File: config.mk
export PLATFORM = sky130hd
export DESIGN_NAME = logic_op_pipe
export DESIGN_NICKNAME = d
export VERILOG_FILES = /design/src/rtl/logic_op_pkg.sv /design/src/rtl/logic_op_core.sv /design/src/rtl/logic_op_pipe.sv
export SDC_FILE = /design/constraint.sdc
export NUM_CORES = 1
export LEC_CHECK = 0
export BUFFER_PORTS_ARGS = -buffer_cell sky130_fd_sc_hd__buf_4
export CORE_MARGIN = 3
export CORE_UTILIZATION = 60
export CTS_BUF_LIST = sky130_fd_sc_hd__clkbuf_16
export DETAILED_ROUTE_END_ITERATION = 8
export PLACE_DENSITY = 0.85
export REMOVE_ABC_BUFFERS = 1
export SYNTH_ARGS = -nofsm -noshare
export SYNTH_HDL_FRONTEND = slang
export SYNTH_SLANG_ARGS = --single-unit
File: constraint.sdc
create_clock -name clk -period 9 [get_ports clk]
set_input_delay 0.45 -clock clk [delete_from_list [all_inputs] [get_ports clk]]
set_output_delay 0.45 -clock clk [all_outputs]
set_load 0.02 [all_outputs]
File: src/rtl/logic_op_pkg.sv
// rtl/logic_op_pkg.sv - op encoding and single-bit logic function shared by the pipe
package logic_op_pkg;

   typedef logic [2:0] op_t;

   localparam op_t OP_AND  = 3'd0;
   localparam op_t OP_OR   = 3'd1;
   localparam op_t OP_XOR  = 3'd2;
   localparam op_t OP_NAND = 3'd3;
   localparam op_t OP_NOR  = 3'd4;
   localparam op_t OP_XNOR = 3'd5;
   localparam op_t OP_PASA = 3'd6;
   localparam op_t OP_NOTA = 3'd7;

   // One gate of the old fixed-function blocks, selected by op.
   function automatic logic logic_op_bit(input logic x, input logic y, input op_t op);
      logic r;
      case (op)
         OP_AND:  r = x & y;
         OP_OR:   r = x | y;
         OP_XOR:  r = x ^ y;
         OP_NAND: r = ~(x & y);
         OP_NOR:  r = ~(x | y);
         OP_XNOR: r = ~(x ^ y);
         OP_PASA: r = x;
         default: r = ~x;
      endcase
      return r;
   endfunction

endpackage

File: src/rtl/logic_op_core.sv
// rtl/logic_op_core.sv - combinational WIDTH-bit bitwise logic unit
module logic_op_core
   import logic_op_pkg::*;
#(
   parameter int WIDTH = 8
) (
   input  logic [WIDTH-1:0] x,
   input  logic [WIDTH-1:0] y,
   input  op_t              op,
   output logic [WIDTH-1:0] res
);

   always_comb begin
      res = '0;
      for (int i = 0; i < WIDTH; i++) begin
         res[i] = logic_op_bit(x[i], y[i], op);
      end
   end

endmodule

File: src/rtl/logic_op_pipe.sv
// rtl/logic_op_pipe.sv - two-stage pipelined logic unit with accumulator, flags and counter
module logic_op_pipe
   import logic_op_pkg::*;
#(
   parameter int WIDTH = 8,
   parameter int CNT_W = 16
) (
   input  logic             clk,
   input  logic             rst_n,
   input  logic             in_valid,
   output logic             in_ready,
   input  logic [WIDTH-1:0] a,
   input  logic [WIDTH-1:0] b,
   input  logic [2:0]       op,
   input  logic             acc_en,
   input  logic             acc_clr,
   output logic             out_valid,
   input  logic             out_ready,
   output logic [WIDTH-1:0] y,
   output logic             zero,
   output logic             parity,
   output logic [WIDTH-1:0] acc,
   output logic [CNT_W-1:0] count
);

   logic             s1_valid_q, s1_valid_d;
   logic [WIDTH-1:0] s1_a_q, s1_a_d;
   logic [WIDTH-1:0] s1_b_q, s1_b_d;
   op_t              s1_op_q, s1_op_d;
   logic             s1_acc_en_q, s1_acc_en_d;
   logic             s2_valid_q, s2_valid_d;
   logic [WIDTH-1:0] y_q, y_d;
   logic             zero_q, zero_d;
   logic             parity_q, parity_d;
   logic [WIDTH-1:0] acc_q, acc_d;
   logic [CNT_W-1:0] count_q, count_d;

   logic             s2_adv, s1_adv, in_fire, out_fire;
   logic [WIDTH-1:0] core_x, core_y, core_res;

   assign s2_adv   = !s2_valid_q || out_ready;
   assign s1_adv   = s1_valid_q && s2_adv;
   assign in_ready = !s1_valid_q || s2_adv;
   assign in_fire  = in_valid && in_ready;
   assign out_fire = s2_valid_q && out_ready;

   // Accumulate mode feeds acc in as the first operand and a as the second.
   assign core_x = s1_acc_en_q ? acc_q : s1_a_q;
   assign core_y = s1_acc_en_q ? s1_a_q : s1_b_q;

   logic_op_core #(.WIDTH(WIDTH)) u_core (
      .x   (core_x),
      .y   (core_y),
      .op  (s1_op_q),
      .res (core_res)
   );

   always_comb begin
      s1_valid_d  = s1_valid_q;
      s1_a_d      = s1_a_q;
      s1_b_d      = s1_b_q;
      s1_op_d     = s1_op_q;
      s1_acc_en_d = s1_acc_en_q;
      s2_valid_d  = s2_valid_q;
      y_d         = y_q;
      zero_d      = zero_q;
      parity_d    = parity_q;
      acc_d       = acc_q;
      count_d     = count_q + CNT_W'(out_fire);

      if (in_fire) begin
         s1_valid_d  = 1'b1;
         s1_a_d      = a;
         s1_b_d      = b;
         s1_op_d     = op;
         s1_acc_en_d = acc_en;
      end else if (s1_adv) begin
         s1_valid_d = 1'b0;
      end

      if (s1_adv) begin
         s2_valid_d = 1'b1;
         y_d        = core_res;
         zero_d     = (core_res == '0);
         parity_d   = ^core_res;
      end else if (out_ready) begin
         s2_valid_d = 1'b0;
      end

      // Clear has priority over an accumulate write in the same cycle.
      if (acc_clr) begin
         acc_d = '0;
      end else if (s1_adv && s1_acc_en_q) begin
         acc_d = core_res;
      end
   end

   always_ff @(posedge clk or negedge rst_n) begin
      if (!rst_n) begin
         s1_valid_q  <= 1'b0;
         s1_a_q      <= '0;
         s1_b_q      <= '0;
         s1_op_q     <= OP_AND;
         s1_acc_en_q <= 1'b0;
         s2_valid_q  <= 1'b0;
         y_q         <= '0;
         zero_q      <= 1'b1;
         parity_q    <= 1'b0;
         acc_q       <= '0;
         count_q     <= '0;
      end else begin
         s1_valid_q  <= s1_valid_d;
         s1_a_q      <= s1_a_d;
         s1_b_q      <= s1_b_d;
         s1_op_q     <= s1_op_d;
         s1_acc_en_q <= s1_acc_en_d;
         s2_valid_q  <= s2_valid_d;
         y_q         <= y_d;
         zero_q      <= zero_d;
         parity_q    <= parity_d;
         acc_q       <= acc_d;
         count_q     <= count_d;
      end
   end

   assign out_valid = s2_valid_q;
   assign y         = y_q;
   assign zero      = zero_q;
   assign parity    = parity_q;
   assign acc       = acc_q;
   assign count     = count_q;

endmodule

# --- Word-level counts from Yosys, hierarchy flattened ---
# Cells that the tools add are included.
classes:
  n_addsub: 1
  eq_ne: 6
  mux: 16
  n_bitwise: 56
  reduce_logical: 14
ops:
  columns: ["operator", "n"]
  rows:
  - ["1-bit case mux with 7 select lines", 8]
  - ["8-bit two-way mux", 4]
  - ["1-bit inverter", 32]
  - ["16-bit by 1-bit adder with 16-bit output", 1]
  - ["3-bit == test, second input constant", 3]
  - ["1-bit bitwise AND", 8]
  - ["8-bit logical NOT", 1]
  - ["1-bit bitwise OR", 8]
  - ["8-bit XOR reduction", 1]
  - ["1-bit XOR", 8]
  - ["3-bit by 2-bit == test with 1-bit output, second input constant", 2]
  - ["2-bit nonzero test", 3]
  - ["1-bit logical AND", 4]
  - ["1-bit two-way mux", 4]
  - ["3-bit by 1-bit == test with 1-bit output, second input constant", 1]
  - ["3-bit logical NOT", 1]
  - ["1-bit logical NOT", 2]
  - ["1-bit logical OR", 2]
word_totals:
  ff_bits: 56
  inputBits: 25
  output_inout_bits: 36
  wordCells: 104

# --- Logic depth before layout (Yosys ltp) ---
# Gate-level depths: netlist (run 1).
logic_depth:
  ltp_word: 6
  mapped_depth: 13
  ltp_nobuf: 11

# --- Cells and area by module ---
# Synthesis (run 1) repeated with hierarchy kept, for this count alone.
unflattened:
  cells_unflattened: 344
  hier_area_um2: 3518.4
modules_own_cells:
  columns: ["module", "n_inst", "cells_each", "area_each_um2", "seq_area_each_um2"]
  rows:
  - ["logic_op_pipe", 1, 213, 2582.5, 1402.6]
  - ["logic_op_core", 1, 131, 935.9, 0.0]

# --- Worst setup path before layout (run 1) ---
# Ideal clock, no wire load.
synth_timing:
  path_kind: "flip-flop to flip-flop"
  start: "reg s1_acc_en_q"
  end: "reg parity_q (netlist: parity)"
  setup_ns: 0.136
  t_arrival_ns: 2.903
  t_required_ns: 8.864
  setup_slack_ns: 5.961
  stages_incl_launch_ff: 12
  path_buffers: 2
  synth_period_minus_slack_ns: 3.039
  cell_sequence: "dfrtp_1 > buf_2 > buf_4 > mux2i_1 > ha_1 > mux2_1 > a221o_1 > o41ai_2 > ha_1 > xnor2_1 > xnor2_1 > o21ai_0"
synth_between:
  elab_chain_cells: 5
  elab_cells_between_ends: 67
  cone_classes: "mux (10); bitwise (56); reduce/logical (1)"
synth_lines:
  columns: ["element", "line", "text"]
  rows:
  - ["start, declared", "logic_op_pipe.sv:30", "logic s1_acc_en_q, s1_acc_en_d;"]
  - ["start signal, assigned", "logic_op_pipe.sv:116", "s1_acc_en_q <= s1_acc_en_d;"]
  - ["8-bit two-way mux, on equally long branches", "logic_op_pipe.sv:48, logic_op_pipe.sv:49", null]
  - ["1-bit XOR (tied with other cells)", "logic_op_pkg.sv:21, logic_op_pkg.sv:24", null]
  - ["1-bit inverter, on equally long branches", "logic_op_pkg.sv:24, logic_op_pkg.sv:22, logic_op_pkg.sv:23", null]
  - ["1-bit case mux with 7 select lines", "logic_op_pkg.sv:18", "case (op)"]
  - ["8-bit XOR reduction (*)", "logic_op_pipe.sv:85", "parity_d = ^core_res;"]
  - ["end signal, assigned", "logic_op_pipe.sv:120", "parity_q <= parity_d;"]
  - ["end, declared", "logic_op_pipe.sv:34", "logic parity_q, parity_d;"]
# Every way passes the cells marked *; elsewhere a longest branch is shown, timed or not.
# A chain may end at the register's enable or synchronous reset.

# --- Final worst setup path (run 1) ---
# Ends and elaborated chain as after synthesis.

==> results.py, run 1 <==
metrics = {
    "synthesis": {
        "synthSimpleGateAreaFrac_pct": 14.7,
        "synth_cell_types": 53,
        "ys_warn_count": 0,
        "syn_area_per_cell_um2": 10.1,
        "synth_top_area_share_pct": 39.9,
        "synth_top_family_by_area": "simple AND/OR/NAND/NOR gates",
        "ys_ff_latch": 56,
        "synthMuxAreaShare_pct": 14.5,
        "synth_flop_cell": "dfrtp_1",
        "synth_area_leaders": "dfrtp_1 40%, ha_1 8.0%, mux2_2 7.5%",
        "postSynthCellCount": 343,
        "yosysTopAreaCell": "dfrtp_1",
        "netlist_area_mm2": 0.00345,
        "synth_compound_area_share_pct": 13.3,
        "synth-edff-count": 0,
        "synthArstFlopShare_pct": 100,
        "synth_xor_area_share_pct": 4.31,
        "yosysSeqAreaShare_pct": 40.6,
        "yosys.area_share.adder_pct": 7.97,
    },
    "power": {
        "ir_drop_mv": 0.148,
        "p_sw_share_pct": 38.1,
        "p_leak_nw": 1.98,
        "combPwrFrac_pct": 41.7,
        "power_frac_seq_pct": 37.6,
        "pwr-share-clk_pct": 20.7,
        "p_int_mw": 0.592,
        "power_switching_mw": 0.364,
        "power_density_mw_per_mm2": 235,
    },
    "timing": {
        "worst_hold_slack_ns": 0.209,
        "setup_violations": 0,
        "drv_slew": 0,
        "fmax_ghz": 0.274,
        "post-route-period-util_pct": 40.5,
        "fin_skew_ns": 0.00424,
        "period_minus_slack_ns": 3.65,
        "tightest_slew_ns": 1.04,
        "rsz0062_at_grt": "false",
        "tns_ns": 0,
        "final_hold_viol_count": 0,
        "slew-limit-headroom_pct": 30.4,
    },
    "critical_path": {
        "cp.arrival_ns": 3.80,
        "crit_type": "reg2reg",
        "end_kind": "flip-flop",
        "cp-start-kind": "flip-flop",
        "rrSetupSlack_ns": 5.35,
        "worstPathRequired_ns": 9.15,
        "crit_fanout": 19,
    },
    "clock_tree": {
        "cts_tree": "built",
        "numCtsBuffers": 5,
        "cts_buffer_depth": 2,
        "hold_buffers": 0,
        "cts_resized": 0,
        "cts_setup_buffers": 0,
        "htree_levels": 2,
        "cts_root_buffer": "clkbuf_16",
        "clkSinkCount": 56,
        "clkTransAtPathRegs_ns": 0.07,
        "clkLatencyLatePin_ns": 0.29,
    },
    "cells_and_area": {
        "drive_gt1_share_pct": 25.0,
        "fin_cells": 466,
        "areaGrowthSynthToFinish_pct": 17.8,
        "antenna_cells": 0,
        "fin_nets": 442,
        "design_area_mm2": 0.00407,
    },
    "routing": {
        "drc": 0,
        "avgRoutedWirePerCell_um": 17.4,
        "vias": 2852,
        "viasPerCell": 6.12,
        "finalWirelength_mm": 8.12,
        "drt_pass1_iterations": 5,
        "drtAntennaViolNets": 0,
        "drtIter0Drc": 327,
    },
    "grt": {
        "grtUsageTotal_pct": 26.0,
        "grt_pass1_wl_mm": 13.6,
        "grt_pass1_vias": 2850,
        "antenna_found_initial": 0,
        "gr-total-overflow": 0,
        "grt_max_degree": 57,
    },
    "flow_run": {
        "drv_cap": 0,
    },
    "floorplan": {
        "start_util_pct": 64.7,
        "coreArea_mm2": 0.00534,
        "die_w_um": 81.9,
        "rows": 26,
        "io_pins": 61,
        "die_y_um": 81.9,
        "dieArea_mm2": 0.00670,
    },
    "place": {
        "dp_cells": 458,
        "io_buffers": 60,
        "dpl.hpwl_mm": 5.79,
        "gp_congestion": 0.949,
        "post_dp_cell_area_mm2": 0.00392,
    },
    "status": {
        "status": "finished clean",
    },
    "worst_hold_path": {
        "hold_class": "in2async",
    },
}
-- cells in the final DEF (no fill, tap or decap), types with 2 or more instances in the layout --
| cell | count |
|---|---|
| o211ai_1 | 6 |
| xnor2_1 | 10 |
| o32ai_1 | 5 |
| a31o_2 | 4 |
| a22o_1 | 5 |
| ha_1 | 22 |
| dfrtp_1 | 55 |
| nor4_1 | 2 |
| and3_1 | 4 |
| nor2b_1 | 6 |
| mux2i_1 | 22 |
| inv_1 | 21 |
| nand2b_1 | 8 |
| nand3_1 | 15 |
| o221ai_1 | 2 |
| mux2_2 | 23 |
| buf_4 | 61 |
| and2_1 | 2 |
| a31oi_1 | 3 |
| nand3b_1 | 4 |
| or2_1 | 2 |
| nand4_1 | 3 |
| nand2_1 | 33 |
| a21oi_1 | 9 |
| mux2_1 | 2 |
| o31ai_1 | 3 |
| nor3_1 | 6 |
| clkbuf_16 | 5 |
| xor2_1 | 7 |
| o21ai_0 | 7 |
| nor2_1 | 15 |
-- cell usage after synthesis, types with 7 or more instances --
| master | instances |
|---|---|
| nand3_1 | 15 |
| nor2_1 | 15 |
| nand2_1 | 33 |
| xnor2_1 | 10 |
| xor2_1 | 7 |
| inv_1 | 21 |
| o21ai_0 | 7 |
| buf_2 | 11 |
| a21oi_1 | 9 |
| ha_1 | 22 |
| nand2b_1 | 8 |
| dfrtp_1 | 55 |
| mux2i_1 | 22 |
| mux2_2 | 23 |
-- registers in the layout, indices dropped and copies added, names as in the netlist --
signal,count
acc,8
count,16
out_valid,1
parity,1
s1_a_q,8
s1_acc_en_q,1
s1_b_q,8
s1_op_q,3
s1_valid_q,1
y,8
zero,1
-- worst paths after layout --
kind / startpoint / end / cells after the start
worst max-delay path: s1_acc_en_q / parity / 10
min in group clk: in_valid / s1_valid_q / 2
worst min-delay path: rst_n / s1_b_q[5] / 1
worst max register to register: s1_acc_en_q / parity / 10
worst min register to register: zero / zero / 2
max in group asynchronous: rst_n / s1_b_q[1] / 1
-- per-layer routing --
layer	wire, um	vias to the layer above	global-route usage, %	part of all wire, %
li1	-	1343	-	-
met1	3390	1349	33.4	42
met2	3880	135	44.0	48
met3	663	25	5.70	8.2
met4	180	0	7.81	2.2
met5	0	-	0	0
-- kinds of logic after synthesis --
logic type	after synthesis
and+or+nand+nor	103
AOI/OAI and AO/OA	61
DFF	56
muxes	47
buffers and inverters	37
adders and majority gates	22
xor gates and xnor gates	17
-- final cells by class --
class / instances / area, um^2
multi-input combinational: 250 / 1890
sequential: 56 / 1400
fill: 392 / 1270
timing repair buffer: 61 / 458
clock buffer: 5 / 125
tap: 70 / 87.6
inverter: 21 / 78.8
clock inverter: 3 / 22.5
-- critical path, cell delays in order (launching register included) --
cell	delay (ns)
dfrtp_1	0.98
mux2i_1	0.40
inv_1	0.11
ha_1	0.22
mux2_1	0.29
a221o_1	0.38
o41ai_2	0.41
ha_1	0.31
xnor2_1	0.18
xnor2_1	0.14
o21ai_0	0.08
-- per-stage QoR --
stage	setup slack (ns)	power [mW]	util, %
2_1_floorplan	5.79	0.621	-
3_3_place_gp	5.54	0.737	73.5
3_5_place_dp	5.43	0.756	73.5
4_1_cts	5.41	0.956	76.2
5_1_grt	5.23	1.02	76.2
6_report	5.35	0.956	76.2
-- power groups by stage --
stage	clock, mW	sequential (mW)	combinational (mW)
final	0.198	0.359	0.399
after global routing	0.213	0.366	0.437
after CTS	0.200	0.358	0.398
after detailed placement	0	0.363	0.393
after global placement	0	0.360	0.378
after floorplan	0	0.394	0.227
No activity file was read; power rests on OpenSTA's default activity.
==> run 2: changes to the inputs <==
- CORE_UTILIZATION: 60 -> 56
- PLACE_DENSITY: 0.85 -> 0.8
- clock period: 9 -> 3.8 ns (I/O delays scaled with it)
==> results.py, run 2 (synthesis results as in run 1) <==
metrics = {
    "routing": {
        "viasPerCell": 6.09,
        "drc": 0,
        "vias": 2868,
        "avgRoutedWirePerCell_um": 16.8,
        "drtIter0Drc": 207,
        "drtAntennaViolNets": 0,
        "finalWirelength_mm": 7.91,
        "drt_pass1_iterations": 5,
    },
    "power": {
        "ir_drop_mv": 0.438,
        "p_int_mw": 1.41,
        "power_switching_mw": 0.852,
        "power_density_mw_per_mm2": 551,
        "pwr-share-clk_pct": 20.6,
        "p_leak_nw": 1.99,
        "power_frac_seq_pct": 36.9,
        "combPwrFrac_pct": 42.5,
        "p_sw_share_pct": 37.7,
    },
    "timing": {
        "period_minus_slack_ns": 3.24,
        "slew-limit-headroom_pct": 37.4,
        "rsz0062_at_grt": "false",
        "fmax_ghz": 0.308,
        "drv_slew": 0,
        "tns_ns": 0,
        "post-route-period-util_pct": 85.3,
        "setup_violations": 0,
        "worst_hold_slack_ns": 0.111,
        "final_hold_viol_count": 0,
        "fin_skew_ns": 0.00544,
        "tightest_slew_ns": 0.937,
    },
    "clock_tree": {
        "clkTransAtPathRegs_ns": 0.07,
        "clkSinkCount": 56,
        "clkLatencyLatePin_ns": 0.29,
        "cts_setup_buffers": 0,
        "cts_resized": 0,
        "cts_tree": "built",
        "cts_root_buffer": "clkbuf_16",
        "cts_buffer_depth": 2,
        "htree_levels": 2,
        "numCtsBuffers": 5,
    },
    "cells_and_area": {
        "largest_reg_flops": 16,
        "fin_cells": 471,
        "antenna_cells": 0,
        "mostFrequentLayoutCells": "63 x buf_4, 55 x dfrtp_1, 33 x nand2_1",
        "final_common_cell": "buf_4",
        "areaGrowthSynthToFinish_pct": 18.6,
        "fin_nets": 445,
        "drive_gt1_share_pct": 25.3,
    },
    "flow_run": {
        "drv_cap": 0,
    },
    "critical_path": {
        "crit_type": "reg2reg",
        "end_kind": "flip-flop",
        "rrSetupSlack_ns": 0.56,
        "ff2ff_path_depth": 10,
        "worstPathRequired_ns": 3.95,
        "cp-start-kind": "flip-flop",
        "crit_fanout": 8,
        "r2r-end": "parity",
        "cp.arrival_ns": 3.39,
        "reg2reg_from": "s1_acc_en_q",
    },
    "floorplan": {
        "rows": 27,
        "die_y_um": 84.5,
        "start_util_pct": 60.1,
        "dieArea_mm2": 0.00714,
        "die_w_um": 84.5,
        "coreArea_mm2": 0.00574,
        "io_pins": 61,
    },
    "worst_hold_path": {
        "min-delay-start": "in_valid",
        "hold_class": "in2reg",
        "hold_end": "s1_valid_q",
        "min_path_cells": 2,
    },
    "grt": {
        "grt_pass1_vias": 2791,
        "grtUsageTotal_pct": 23.0,
        "grt_max_degree": 57,
        "antenna_found_initial": 0,
        "gr-total-overflow": 0,
        "grt_pass1_wl_mm": 13.4,
    },
    "place": {
        "gp_congestion": 0.975,
        "dp_cells": 462,
        "dpl.hpwl_mm": 5.66,
        "io_buffers": 60,
    },
    "status": {
        "status": "finished clean",
    },
}
## run 2: cell types whose count changed in the layout (fill, tap and decap cells not counted)
cell	before	now
dlygate4sd3_1	0	1
buf_4	61	63
## run 2: how the worst max path moves through the flow
stage	from	to	slack, ns	depth (start not counted)
final	s1_acc_en_q	parity	0.56	10
after global routing	s1_acc_en_q	parity	0.43	10
after CTS	s1_acc_en_q	parity	0.60	10
after detailed placement	s1_acc_en_q	parity	0.63	11
after global placement	s1_acc_en_q	parity	0.72	9
after floorplan	s1_acc_en_q	parity	0.59	9
## run 2: layout make-up
cell class | instances | area, um^2
repair buffers | 64 | 483
flip-flops and latches | 56 | 1400
clock inverters | 3 | 22.5
inverters | 21 | 78.8
fillers | 432 | 1650
well taps | 72 | 90.1
multi-input cells | 250 | 1890
clock buffers | 5 | 125
## run 2: worst max-delay path, cell delays in order (launching register included)
cell and delay [ns]:
dfrtp_1 0.56, mux2i_1 0.36, inv_1 0.11, ha_1 0.24
mux2_1 0.30, a221o_1 0.38, o41ai_2 0.45, ha_1 0.31
xnor2_1 0.17, xnor2_1 0.13, o21ai_0 0.08
## run 2: power groups by stage
stage,logic (mW),clock network (mW),registers (mW)
floorplan,0.538,0,0.932
global placement,0.919,0,0.839
detailed placement,0.951,0,0.842
CTS,0.960,0.473,0.832
global route,1.05,0.497,0.855
finish,0.959,0.465,0.833
## run 2: stage by stage
stage | utilization [%] | instance area [um^2] | setup slack, ns | total power, mW
after floorplan | - | 3370 | 0.587 | 1.47
after global placement | 68.6 | 3940 | 0.717 | 1.76
after detailed placement | 68.6 | 3940 | 0.633 | 1.79
after CTS | 71.3 | 4100 | 0.597 | 2.26
after global routing | 71.3 | 4100 | 0.435 | 2.40
final | 71.3 | 4100 | 0.557 | 2.26
## run 2: what timing repair did
| item | CTS | global route |
|---|---|---|
| endpoints found under the setup margin | 0 | 0 |
| hold endpoints to repair | 55 | 0 |
| hold buffers | 1 | 0 |
## run 2: per-layer routing
| layer | global-route usage [%] | share of wire, % | vias to the layer above |
|---|---|---|---|
| li1 | - | - | 1344 |
| met1 | 30.8 | 42 | 1380 |
| met2 | 37.2 | 48 | 130 |
| met3 | 5.20 | 8.5 | 14 |
| met4 | 7.05 | 1.6 | 0 |
| met5 | 0 | 0 | - |
